`src/rtl/mips_ctrl_pkg.sv`:
```
// Shared opcodes, FSM state encoding and the datapath control word for the
// multicycle MIPS control unit.
package mips_ctrl_pkg;

    localparam logic [5:0] OP_RTYPE = 6'b000000;
    localparam logic [5:0] OP_J     = 6'b000010;
    localparam logic [5:0] OP_BEQ   = 6'b000100;
    localparam logic [5:0] OP_BNE   = 6'b000101;
    localparam logic [5:0] OP_ADDI  = 6'b001000;
    localparam logic [5:0] OP_LW    = 6'b100011;
    localparam logic [5:0] OP_SW    = 6'b101011;

    localparam logic [1:0] SRCB_FOUR   = 2'b01;
    localparam logic [1:0] SRCB_IMM    = 2'b10;
    localparam logic [1:0] SRCB_IMMSH  = 2'b11;
    localparam logic [1:0] ALUOP_SUB   = 2'b01;
    localparam logic [1:0] ALUOP_FUNCT = 2'b10;
    localparam logic [1:0] PCSRC_ALUOUT = 2'b01;
    localparam logic [1:0] PCSRC_JUMP   = 2'b10;

    typedef enum logic [3:0] {
        FETCH   = 4'd0,
        DECODE  = 4'd1,
        MEMADR  = 4'd2,
        MEMRD   = 4'd3,
        MEMWB   = 4'd4,
        MEMWR   = 4'd5,
        EXEC    = 4'd6,
        ALUWB   = 4'd7,
        BRANCH  = 4'd8,
        ADDIEX  = 4'd9,
        ADDIWB  = 4'd10,
        JUMP    = 4'd11,
        ILLEGAL = 4'd12
    } state_t;

    typedef struct packed {
        logic       pcWrite;
        logic       pcWriteCond;
        logic       branchNe;
        logic       iorD;
        logic       irWrite;
        logic       memWrite;
        logic       memToReg;
        logic       regDst;
        logic       regWrite;
        logic       aluSrcA;
        logic [1:0] aluSrcB;
        logic [1:0] aluOp;
        logic [1:0] pcSrc;
        logic       instrDone;
        logic       illegalOp;
    } ctrl_word_t;

    function automatic logic isMemOp(input logic [5:0] op);
        return (op == OP_LW) || (op == OP_SW);
    endfunction

endpackage

```
`src/rtl/multicycle_out_decode.sv`:
```
// Moore output decode: maps the current state (plus the memory-ready
// qualifier and, for branches, the opcode) to the datapath control word.
module multicycle_out_decode
    import mips_ctrl_pkg::*;
(
    input  state_t     state,
    input  logic       memReady,
    input  logic [5:0] Op,
    output ctrl_word_t ctrl
);

    always_comb begin
        // NOTE: assigning the whole word first keeps every field defined on every path, so no latches are inferred.
        ctrl = '0;
        case (state)
            FETCH: begin
                ctrl.aluSrcB = SRCB_FOUR;
                ctrl.irWrite = memReady;
                ctrl.pcWrite = memReady;
            end
            DECODE: begin
                ctrl.aluSrcB = SRCB_IMMSH;
            end
            MEMADR, ADDIEX: begin
                ctrl.aluSrcA = 1'b1;
                ctrl.aluSrcB = SRCB_IMM;
            end
            MEMRD: begin
                ctrl.iorD = 1'b1;
            end
            MEMWB: begin
                ctrl.memToReg  = 1'b1;
                ctrl.regWrite  = 1'b1;
                ctrl.instrDone = 1'b1;
            end
            MEMWR: begin
                // The write request stays asserted while memory stalls.
                ctrl.iorD      = 1'b1;
                ctrl.memWrite  = 1'b1;
                ctrl.instrDone = memReady;
            end
            EXEC: begin
                ctrl.aluSrcA = 1'b1;
                ctrl.aluOp   = ALUOP_FUNCT;
            end
            ALUWB: begin
                ctrl.regDst    = 1'b1;
                ctrl.regWrite  = 1'b1;
                ctrl.instrDone = 1'b1;
            end
            BRANCH: begin
                ctrl.aluSrcA     = 1'b1;
                ctrl.aluOp       = ALUOP_SUB;
                ctrl.pcSrc       = PCSRC_ALUOUT;
                ctrl.pcWriteCond = 1'b1;
                ctrl.branchNe    = (Op == OP_BNE);
                ctrl.instrDone   = 1'b1;
            end
            ADDIWB: begin
                ctrl.regWrite  = 1'b1;
                ctrl.instrDone = 1'b1;
            end
            JUMP: begin
                ctrl.pcSrc     = PCSRC_JUMP;
                ctrl.pcWrite   = 1'b1;
                ctrl.instrDone = 1'b1;
            end
            ILLEGAL: begin
                ctrl.illegalOp = 1'b1;
            end
            default: ;
        endcase
    end

endmodule

```
`src/rtl/multicycle_control.sv`:
```
// Multicycle MIPS control unit: state register and next-state logic, with the
// Moore output decode in a sub-module and all outputs cleared while in reset.
module multicycle_control
    import mips_ctrl_pkg::*;
#(
    parameter bit BNE_EN          = 1'b1,
    parameter bit MEM_HANDSHAKE   = 1'b1,
    parameter bit HALT_ON_ILLEGAL = 1'b1
) (
    input  logic       clk,
    input  logic       rst_n,
    input  logic [5:0] Op,
    input  logic       memReady,
    output logic       pcWrite,
    output logic       pcWriteCond,
    output logic       branchNe,
    output logic       iorD,
    output logic       irWrite,
    output logic       memWrite,
    output logic       memToReg,
    output logic       regDst,
    output logic       regWrite,
    output logic       aluSrcA,
    output logic [1:0] aluSrcB,
    output logic [1:0] aluOp,
    output logic [1:0] pcSrc,
    output logic       instrDone,
    output logic       illegalOp,
    output logic [3:0] state
);

    state_t     stateQ;
    state_t     nextState;
    logic       ready;
    ctrl_word_t ctrl;
    ctrl_word_t ctrlOut;

    assign ready = MEM_HANDSHAKE ? memReady : 1'b1;

    // NOTE: sequential state uses non-blocking assignment so every flop samples pre-edge values.
    always_ff @(posedge clk) begin
        if (!rst_n) begin
            stateQ <= FETCH;
        end else begin
            stateQ <= nextState;
        end
    end

    always_comb begin
        nextState = stateQ;
        case (stateQ)
            FETCH: begin
                if (ready) nextState = DECODE;
            end
            DECODE: begin
                case (Op)
                    OP_RTYPE:     nextState = EXEC;
                    OP_LW, OP_SW: nextState = MEMADR;
                    OP_BEQ:       nextState = BRANCH;
                    OP_BNE: begin
                        if (BNE_EN) nextState = BRANCH;
                        else        nextState = ILLEGAL;
                    end
                    OP_ADDI:      nextState = ADDIEX;
                    OP_J:         nextState = JUMP;
                    default:      nextState = ILLEGAL;
                endcase
            end
            MEMADR: begin
                if (Op == OP_LW) nextState = MEMRD;
                else             nextState = MEMWR;
            end
            MEMRD: begin
                if (ready) nextState = MEMWB;
            end
            MEMWR: begin
                if (ready) nextState = FETCH;
            end
            EXEC:   nextState = ALUWB;
            ADDIEX: nextState = ADDIWB;
            MEMWB, ALUWB, BRANCH, ADDIWB, JUMP: begin
                nextState = FETCH;
            end
            ILLEGAL: begin
                if (!HALT_ON_ILLEGAL) nextState = FETCH;
            end
            default: nextState = FETCH;
        endcase
    end

    multicycle_out_decode uOutDecode (
        .state    (stateQ),
        .memReady (ready),
        .Op       (Op),
        .ctrl     (ctrl)
    );

    // Reset overrides the decode combinationally so an abandoned write never reaches memory.
    assign ctrlOut = rst_n ? ctrl : '0;
    assign state   = rst_n ? stateQ : FETCH;

    assign pcWrite     = ctrlOut.pcWrite;
    assign pcWriteCond = ctrlOut.pcWriteCond;
    assign branchNe    = ctrlOut.branchNe;
    assign iorD        = ctrlOut.iorD;
    assign irWrite     = ctrlOut.irWrite;
    assign memWrite    = ctrlOut.memWrite;
    assign memToReg    = ctrlOut.memToReg;
    assign regDst      = ctrlOut.regDst;
    assign regWrite    = ctrlOut.regWrite;
    assign aluSrcA     = ctrlOut.aluSrcA;
    assign aluSrcB     = ctrlOut.aluSrcB;
    assign aluOp       = ctrlOut.aluOp;
    assign pcSrc       = ctrlOut.pcSrc;
    assign instrDone   = ctrlOut.instrDone;
    assign illegalOp   = ctrlOut.illegalOp;

endmodule
```
`config.mk`:
```
export PLATFORM = sky130hd
export DESIGN_NAME = multicycle_control
export DESIGN_NICKNAME = d
export VERILOG_FILES = /design/src/rtl/mips_ctrl_pkg.sv /design/src/rtl/multicycle_out_decode.sv /design/src/rtl/multicycle_control.sv
export SDC_FILE = /design/constraint.sdc
export NUM_CORES = 1
export LEC_CHECK = 0
export ABC_AREA = 1
export CAP_MARGIN = 20
export CELL_PAD_IN_SITES_DETAIL_PLACEMENT = 0
export CELL_PAD_IN_SITES_GLOBAL_PLACEMENT = 1
export CORE_ASPECT_RATIO = 1.1
export CORE_MARGIN = 2
export CORE_UTILIZATION = 21
export CTS_CLUSTER_SIZE = 12
export DETAILED_ROUTE_END_ITERATION = 10
export GPL_TIMING_DRIVEN = 0
export PLACE_DENSITY_LB_ADDON = 0.1
export SLEW_MARGIN = 20
export SYNTH_ARGS = -nofsm -noshare
export SYNTH_HDL_FRONTEND = slang
export SYNTH_SLANG_ARGS = --single-unit
```
`constraint.sdc`:
```
create_clock -name clk -period 1.28 [get_ports clk]
set_input_delay 0.384 -clock clk [delete_from_list [all_inputs] [get_ports clk]]
set_output_delay 0.384 -clock clk [all_outputs]
set_load 0.02 [all_outputs]
```
After elaboration in Yosys (flattened, before gate mapping):

Index checks and enable logic that the tools add are counted.

* divide/modulo/power cells: 0
* $lt $le $gt $ge: 0
* add/sub/neg operators: 0
* reductions and logical operators: 10
* muxes and demuxes: 22
* multipliers: 0
* equal/unequal tests: 21
* bitwise operators: 1
* shift-type cells: 0

Operator list (number)
* 4-bit case mux with 8 select lines: 1
* 4-bit equality test, second input constant: 5
* 4-bit case mux with 5 select lines: 1
* 18-bit two-way mux: 1
* 4-bit by 3-bit equality test with 1-bit output, second input constant: 4
* 4-bit two-way mux: 4
* 6-bit by 3-bit equality test with 1-bit output, second input constant: 2
* 6-bit equality test, second input constant: 2
* 4-bit by 2-bit equality test with 1-bit output, second input constant: 2
* 1-bit two-way mux: 8
* 2-bit case mux with 2 select lines: 2
* 2-bit OR reduction: 4
* 6-bit by 2-bit equality test with 1-bit output, second input constant: 1
* 6-bit by 4-bit equality test with 1-bit output, second input constant: 1
* 6-bit zero test: 1
* 2-bit inequality test, second input constant: 3
* 2-bit case mux with 3 select lines: 1
* 5-bit OR reduction: 1
* 4-bit by 1-bit equality test with 1-bit output, second input constant: 1
* 4-bit zero test: 1
* 1-bit case mux with 2 select lines: 2
* 4-bit AND reduction: 1
* 4-bit OR reduction: 1
* 3-bit two-way mux: 1
* other kinds (3): 3

* input bits: 9
* word-level logic and storage cells: 55
* output and inout bits: 22
* bits in read-only memories: 0
* memories kept: 0
* flip-flop bits (word level): 4
* bits in latches: 0
* RAM bits: 0

Logic depth before layout (Yosys ltp):

Gate-level depths: netlist of run 1.

* depth in word-level cells: 4
* depth in mapped cells: 9
* mapped depth without buffers: 9

Modules after synthesis:

From an unflattened synthesis of run 1, not the netlist that was laid out.

* cell total of the unflattened synthesis: 168
* area total of the unflattened synthesis: 814.5 um2

Modules (own cells, without submodules)
* multicycle_control: cells each 117, times used 1, sequential area each 80.1 um2, area each 569.3 um2
* multicycle_out_decode: cells each 51, times used 1, sequential area each 0.0 um2, area each 245.2 um2

Worst setup path after synthesis of run 1:

No wires, ideal clock.

* kind: register to output
* start point: register stateQ[3]
* end point: output port branchNe
* stages on the path, launching flop included: 6
* buffers on the path: 0
* setup slack: -478 ps
* data required time: 896 ps
* arrival: 1374 ps
* cells stage by stage: dfxtp_1 inv_2 nor2_4 inv_2 nor3_2 and3_1

* word-level cells in the longest chain between the ends: 3

RTL lines
* start, declared: RTL line multicycle_control.sv:32 `state_t stateQ;`
* start signal, assigned: RTL line multicycle_control.sv:45 `stateQ <= nextState;`
* 4-bit equality test: RTL line multicycle_out_decode.sv:15 `case (state)`
* 2-bit two-way mux: RTL line multicycle_out_decode.sv:15
* 18-bit two-way mux: RTL line multicycle_control.sv:99 `assign ctrlOut = rst_n ? ctrl : '0;`
* end, declared: RTL line multicycle_control.sv:16 `output logic branchNe,`

Every way passes these cells.

Worst setup path in the final report of run 1:

* start point: register stateQ[2]
* end point: output port instrDone

* word-level cells in the longest chain between the ends: 4
* elaborated cells between the ends (all ways): 9
* those cells by class: eq/ne: 6; mux: 2; reduce/logical: 1

RTL lines
* 4-bit by 3-bit equality test with 1-bit output or 4-bit equality test (tied branches): RTL line multicycle_out_decode.sv:15
* 5-bit OR reduction (no source line)
* 1-bit case mux with 2 select lines *: RTL line multicycle_out_decode.sv:15
* 18-bit two-way mux *: RTL line multicycle_control.sv:99
* end, declared: RTL line multicycle_control.sv:27 `output logic instrDone,`

Every way passes the cells marked *; elsewhere a longest branch is shown, timed or not.

==> flow_summary.json, run 1 <==
{
  "maxSlewViolCount": 0,
  "grt_overflow_total": 0,
  "yosys-top-cells-area": "nand2_1 (23%), dfxtp_1 (13%), nor2_1 (11%)",
  "initial_utilization_pct": 22.21,
  "multiInputGateArea_sq_um": 686.9,
  "fmaxAchievable_mhz": 578.8,
  "count_of_cells_along_the_worst_register_to_register_path": 10,
  "cts_root_buffer": "clkbuf_4",
  "clock_sinks": 4,
  "required_ns": 0.90,
  "layout_common_cells": "nand2_1 (28), buf_4 (28), buf_6 (23)",
  "cp.buffers_inverters": 3,
  "worst_pin_slew_ns": 0.2129,
  "overall_power_after_layout_mw": 2.030,
  "critical_path_arrival_ns": 1.34,
  "drive_gt1_share_pct": 68.98,
  "clock_tree.htree_level_count": 1,
  "first_global_vias": 942,
  "yosys.area.top_type_share_pct": 22.52,
  "cp.depth": 7,
  "via_per_inst": 4.486,
  "netlist_area_pre_place_sq_um": 616.8,
  "largest-register": "stateQ",
  "vias": 987,
  "number_of_flops_mapped_to_enable_cells_by_yosys": 0,
  "number_of_buffers_created_by_cts": 3,
  "final_min_period_over_clock_period_pct": 135.0,
  "crit_fanout": 5,
  "ir_worst_vdd_uv": 738.4,
  "synthCells": 125,
  "detailedPlacementHpwl_um": 1770,
  "synthDistinctLibCells": 20,
  "remaining_drc_errors": 0,
  "area.growth.synth_to_final_pct": 143.8,
  "post_synth.cell_area_avg_sq_um": 4.935,
  "syn_nets": 134,
  "cts_max_path_buffers": 2,
  "drt_first_pass_iters": 4,
  "top_regs": "stateQ: 4 flops",
  "power_leakage_nw": 0.7343,
  "drt_iter0_drc": 11,
  "die_width_um": 55.68,
  "synth_async_sr_flop_share_pct": 0,
  "global_route.usage.total_pct": 14.17,
  "cp_cell_sequence": "inv_4 > nor2_4 > inv_4 > nor2_4 > nand2_2 > a31oi_4 > buf_6",
  "routed_wirelength_um": 2527,
  "crit_type": "reg -> out",
  "min_path_cells": 3,
  "placementRows": 20,
  "grt_max_degree": 11,
  "violations": "setup timing",
  "critical_path.endpoint_type": "primary output",
  "yosys_register_bits": 4,
  "portBuffers": 30,
  "finish.net_count": 197,
  "slew_headroom_pct": 85.80,
  "routabilityCongestion": 0.7939,
  "finalSetupViolations": 20,
  "pwr_density_cell_nw_per_um2": 1350,
  "core_region_area_sq_um": 2778,
  "final_critical_path_setup_slack_ns": -0.4478,
  "wire_per_inst_um": 11.49,
  "postRouteAntennaNets": 0,
  "synth-main-ff-cell": "dfxtp_1",
  "synth_largest_area_cell": "nand2_1",
  "insertedDiodeCount": 0,
  "initial_antenna_violation_count": 0,
  "fillCellCount": 279,
  "final-instance-count-excl-fill": 220,
  "cts_tree": "yes",
  "finalHoldViolCount": 0,
  "grt_first_pass_wirelength_um": 3857,
  "unrepaired_setup_endpoints_after_global_routing": "yes",
  "worst_clock_skew_ns": 0.007928,
  "crit_path_max_delay_cell_type": "dfxtp_4",
  "cp_slowest_stage_delay_ns": 0.39,
  "status": "finished, violations left",
  "start_kind": "flip-flop",
  "worst_skew_pair.late_latency_ns": 0.24,
  "worstHoldPathType": "in -> reg",
  "finalCriticalPeriod_ns": 1.728,
  "die_area_sq_um": 3388,
  "maxCapViolCount": 0,
  "clock_slew_at_reported_path_ffs_ns": 0.04,
  "max_ffs_per_register": 4,
  "final-seq-area_sq_um": 95.09,
  "seq_area_frac_synth_pct": 12.98,
  "yosysWarningCount": 0,
  "die_height_um": 60.85,
  "placedCellCount": 188,
  "timing.critical_path.max_delay_family": "flip-flops",
  "io_pins": 31
}
## cells in the mapped netlist, types with 2 or more instances
cell type  number
nand2_1        37
nor2_1         18
inv_1          16
nand3_1        11
inv_2           9
a21oi_1         7
nor2_2          7
dfxtp_1         4
nor3_1          4
o21ai_1         2
## power by group
group          internal, mW  switching (mW)
clock                 0.117          0.0537
combinational         0.741           0.857
sequential            0.178          0.0840
total                  1.04           0.994
## cells by family after synthesis
kind of cell / synth area share (%)
AOI/OAI and AO/OA: 11.76
buffers and inverters: 17.04
DFF: 12.98
and+or+nand+nor: 58.21
## repair_timing
action	in CTS	in global routing
hold buffers	0	0
gates resized for setup	173	41
buffers inserted	15	13
pin swaps	13	15
setup endpoints to repair	26	25
## area by class of cell
| type | instances | share of cell area, % |
|---|---|---|
| repair buffers | 58 | 34.28 |
| clock buffers | 4 | 1.747 |
| well taps | 33 | 2.745 |
| flip-flops and latches | 4 | 6.323 |
| multi-input cells | 94 | 45.67 |
| inverters | 25 | 7.404 |
| plain buffers | 2 | 1.830 |
## worst register-to-register path, cell delays in order (launching register included)
cell and delay, ns:
dfxtp_4 0.39, inv_4 0.05, nor2_4 0.16, buf_4 0.13
nand3_1 0.08, nand2_2 0.08, nor2_4 0.05, nand2_1 0.06
nor2_2 0.04, nand2_1 0.07, nand2_1 0.05
## through the flow
stage                     TNS [ns]  util [%]  setup WS, ns  hold WS [ns]  area [sq um]
after floorplan             -1.710         -       -0.2163        0.4871         740.7
after global placement      -26.64     38.96        -1.296        0.5718          1082
after detailed placement    -26.57     38.96        -1.286        0.5966          1082
after CTS                   -6.569     47.07       -0.4796        0.4428          1308
after global routing        -8.121     54.14       -0.5177        0.4648          1504
final                       -6.840     54.14       -0.4478        0.4597          1504
## metal layers
layer | vias up | wire length (um) | track usage [%]
li1 | 517 | - | -
met1 | 452 | 975 | 14.85
met2 | 18 | 1469 | 30.27
met3 | 0 | 82 | 2.345
met4 | 0 | 0 | 2.091
met5 | - | 0 | 0
## final timing paths
path / from / end / slack, ns
worst min register to register: stateQ[0] / stateQ[0] / 0.61
worst max-delay path: stateQ[2] / instrDone / -0.45
worst max register to register: stateQ[2] / stateQ[2] / 0
worst min-delay path: rst_n / stateQ[3] / 0.46
Note: power is estimated with default switching activity, not from simulation.
==> run 2, diff against run 1 <==
ABC_AREA = not set   (was 1)
CORE_MARGIN = not set   (was 2)
CORE_UTILIZATION = 24   (was 21)
==> run 2 against run 1 <==
Compared with the run above:
- the run still ends with setup timing left
- sequential power fell by 34%
- combinational power fell by 33%
- clock skew fell by 0.0016 ns
- register-to-register slack got worse by 0.32 ns
- die area fell by 13%
- critical path depth fell by 2
- wire length rose by 22%
- first-iteration DRC count rose to 2.8 times the previous value
- largest power group unchanged
- clock power rose by 6%
- largest cell class unchanged
- synthesized cell count fell by 27%
==> flow_summary.json, run 2 <==
{
  "global_route.usage.total_pct": 20.57,
  "maxCapViolCount": 0,
  "via_per_inst": 5.168,
  "yosys_register_bits": 4,
  "cts_max_path_buffers": 2,
  "area.growth.synth_to_final_pct": 168.1,
  "min_to": "stateQ[0]",
  "combinationalPowerShare_pct": 75.1,
  "final_min_period_over_clock_period_pct": 136.5,
  "routabilityCongestion": 0.7372,
  "power.clock.fraction_pct": 12.7,
  "layout.cells.most_common": "buf_6",
  "synth_async_sr_flop_share_pct": 0,
  "finish.net_count": 169,
  "ff2ff_setup_slack_ns": -0.32,
  "finalSetupViolations": 24,
  "postRouteAntennaNets": 0,
  "io_pins": 31,
  "synth.top_cells.by_count": "nor2_1 (10), nor3_1 (8), nand2_1 (5)",
  "netlist_area_pre_place_sq_um": 655.6,
  "drive_gt1_share_pct": 79.87,
  "worst_pin_slew_ns": 0.3035,
  "cts_tree": "yes",
  "dp_slack_ns": -1.423,
  "clock_sinks": 4,
  "largest-register": "stateQ",
  "seq_area_frac_synth_pct": 12.21,
  "die_width_um": 51.84,
  "violations": "setup timing",
  "cts.hold.buffers_added": 0,
  "final-instance-count-excl-fill": 190,
  "yosys-top-cells-area": "dfxtp_1 (12%), nor3_1 (6.1%), nor2_1 (5.7%)",
  "count_of_cells_along_the_worst_register_to_register_path": 8,
  "top_regs": "stateQ: 4 flops",
  "vias": 982,
  "wire_per_inst_um": 16.26,
  "slew_headroom_pct": 79.67,
  "finish.instance_area_sq_um": 1758,
  "max_ffs_per_register": 4,
  "number_of_buffers_created_by_cts": 3,
  "placementRows": 19,
  "core_region_area_sq_um": 2544,
  "ir_worst_vdd_uv": 524.7,
  "min_path_cells": 2,
  "die_area_sq_um": 2945,
  "timing.rr.end": "stateQ[2]",
  "regToRegStartpoint": "stateQ[0]",
  "required_ns": 0.90,
  "cp_cell_sequence": "buf_12 > nor2_4 > and3_4 > and4b_2 > buf_6",
  "yosysWarningCount": 0,
  "remaining_drc_errors": 0,
  "pwr-share-seq_pct": 12.2,
  "maxSlewViolCount": 0,
  "clock_slew_at_reported_path_ffs_ns": 0.04,
  "grt_overflow_total": 0,
  "first_global_vias": 1013,
  "insertedDiodeCount": 0,
  "yosys.area.top_type_share_pct": 12.21,
  "synth-main-ff-cell": "dfxtp_1",
  "placedCellCount": 151,
  "detailedPlacementHpwl_um": 1642,
  "overall_power_after_layout_mw": 1.425,
  "drt_first_pass_iters": 5,
  "grt_first_pass_wirelength_um": 4560,
  "p_sw_uw": 604.0,
  "power_leakage_nw": 0.7176,
  "die_height_um": 56.82,
  "crit_path_max_delay_cell_type": "dfxtp_4",
  "start_kind": "flip-flop",
  "critical_path_arrival_ns": 1.36,
  "synthDistinctLibCells": 48,
  "cts_root_buffer": "clkbuf_4",
  "hp-start": "memReady",
  "pwr_density_cell_nw_per_um2": 810.7,
  "crit_type": "reg -> out",
  "worst_skew_pair.late_latency_ns": 0.24,
  "routed_wirelength_um": 3089,
  "status": "finished, violations left",
  "fmaxAchievable_mhz": 572.3,
  "cp.buffers_inverters": 2,
  "portBuffers": 29,
  "switching_share_pct": 42.38,
  "cp_slowest_stage_delay_ns": 0.34,
  "synth.most_common_cell": "nor2_1",
  "initial_antenna_violation_count": 0,
  "worst_clock_skew_ns": 0.006332,
  "clock_tree.htree_level_count": 1,
  "initial_utilization_pct": 25.77,
  "finalCriticalPeriod_ns": 1.747,
  "synthCells": 91,
  "fin_hold_ws_ns": 0.5847,
  "power_report.internal_total_uw": 821.2,
  "drt_iter0_drc": 31,
  "postLayoutCoreUtil_pct": 69.11,
  "timing.critical_path.max_delay_family": "simple AND/OR/NAND/NOR gates",
  "number_of_flops_mapped_to_enable_cells_by_yosys": 0,
  "crit_fanout": 5,
  "grt_max_degree": 11,
  "final_critical_path_setup_slack_ns": -0.4674,
  "finalHoldViolCount": 0,
  "synth_largest_area_cell": "dfxtp_1",
  "worstHoldPathType": "in -> reg",
  "placement.cell_area_sq_um": 1131,
  "critical_path.endpoint_type": "primary output",
  "fin_tns_setup_ns": -7.944,
  "post_synth.cell_area_avg_sq_um": 7.205,
  "unrepaired_setup_endpoints_after_global_routing": "yes",
  "layout_common_cells": "buf_6 (36), buf_4 (21), nor2_4 (6)",
  "syn_nets": 100
}
## run 2: cell types whose count changed in the layout (fill, tap and decap cells not counted), sizes merged, moves of 3 or more
cell / before / now
nand2: 38 / 5
inv: 25 / 6
nor2: 26 / 12
buf: 53 / 64
nand3: 11 / 1
nand2b: 0 / 4
and2: 0 / 3
and3: 1 / 4
clkbuf: 8 / 5
nor3: 5 / 8
nor4: 0 / 3
o21ai: 3 / 6
## run 2: repair_timing
action,4_1_cts,5_1_grt
pin swaps,19,12
setup buffers,28,10
gates resized for setup,186,33
endpoints found under the setup margin,26,25
gates cloned,1,0
## run 2: per-layer routing
metal,share of wire [%],up-vias,wire [um],global-route usage (%)
li1,-,471,-,-
met1,38,474,1181,23.21
met5,0,-,0,0
met4,1.4,0,42,6.950
met3,3.3,4,101,1.355
met2,57,33,1764,38.83
## run 2: cells by family after synthesis
family / after synthesis / share of synthesized area (%)
simple gates: 48 / 43.71
compound gates: 23 / 25.57
xor+xnor: 2 / 2.672
buf+inv: 13 / 14.31
mux: 1 / 1.527
flops: 4 / 12.21
## run 2: worst max-delay path by stage
stage,startpoint,end,slack [ns],depth (start not counted)
2_1_floorplan,stateQ[2],pcWrite,-0.24,3
4_1_cts,stateQ[0],branchNe,-0.45,5
3_3_place_gp,rst_n,illegalOp,-1.42,5
5_1_grt,stateQ[0],branchNe,-0.51,5
6_report,stateQ[0],branchNe,-0.47,5
3_5_place_dp,rst_n,illegalOp,-1.42,5
## run 2: final cells by class
cell class / instances / area, sq um
tap: 31 / 38.79
multi-input combinational: 74 / 783.3
timing repair buffer: 64 / 654.4
clock buffer: 4 / 26.28
fill: 186 / 785.8
sequential: 4 / 95.09
buffer: 7 / 112.6
inverter: 6 / 47.55
## run 2: power groups by stage
stage / Sequential [mW] / Clock, mW / Combinational [mW]
global placement: 0.171 / 0 / 0.599
floorplan: 0.166 / 0 / 0.418
CTS: 0.169 / 0.178 / 0.893
global route: 0.176 / 0.199 / 1.12
detailed placement: 0.171 / 0 / 0.594
finish: 0.174 / 0.181 / 1.07
## run 2: worst register-to-register path: cells and delay by family (launching register included)
family / cells / cell delay, ns
compound gates: 3 / 0.62
buf+inv: 4 / 0.47
flops: 1 / 0.35
simple gates: 1 / 0.04
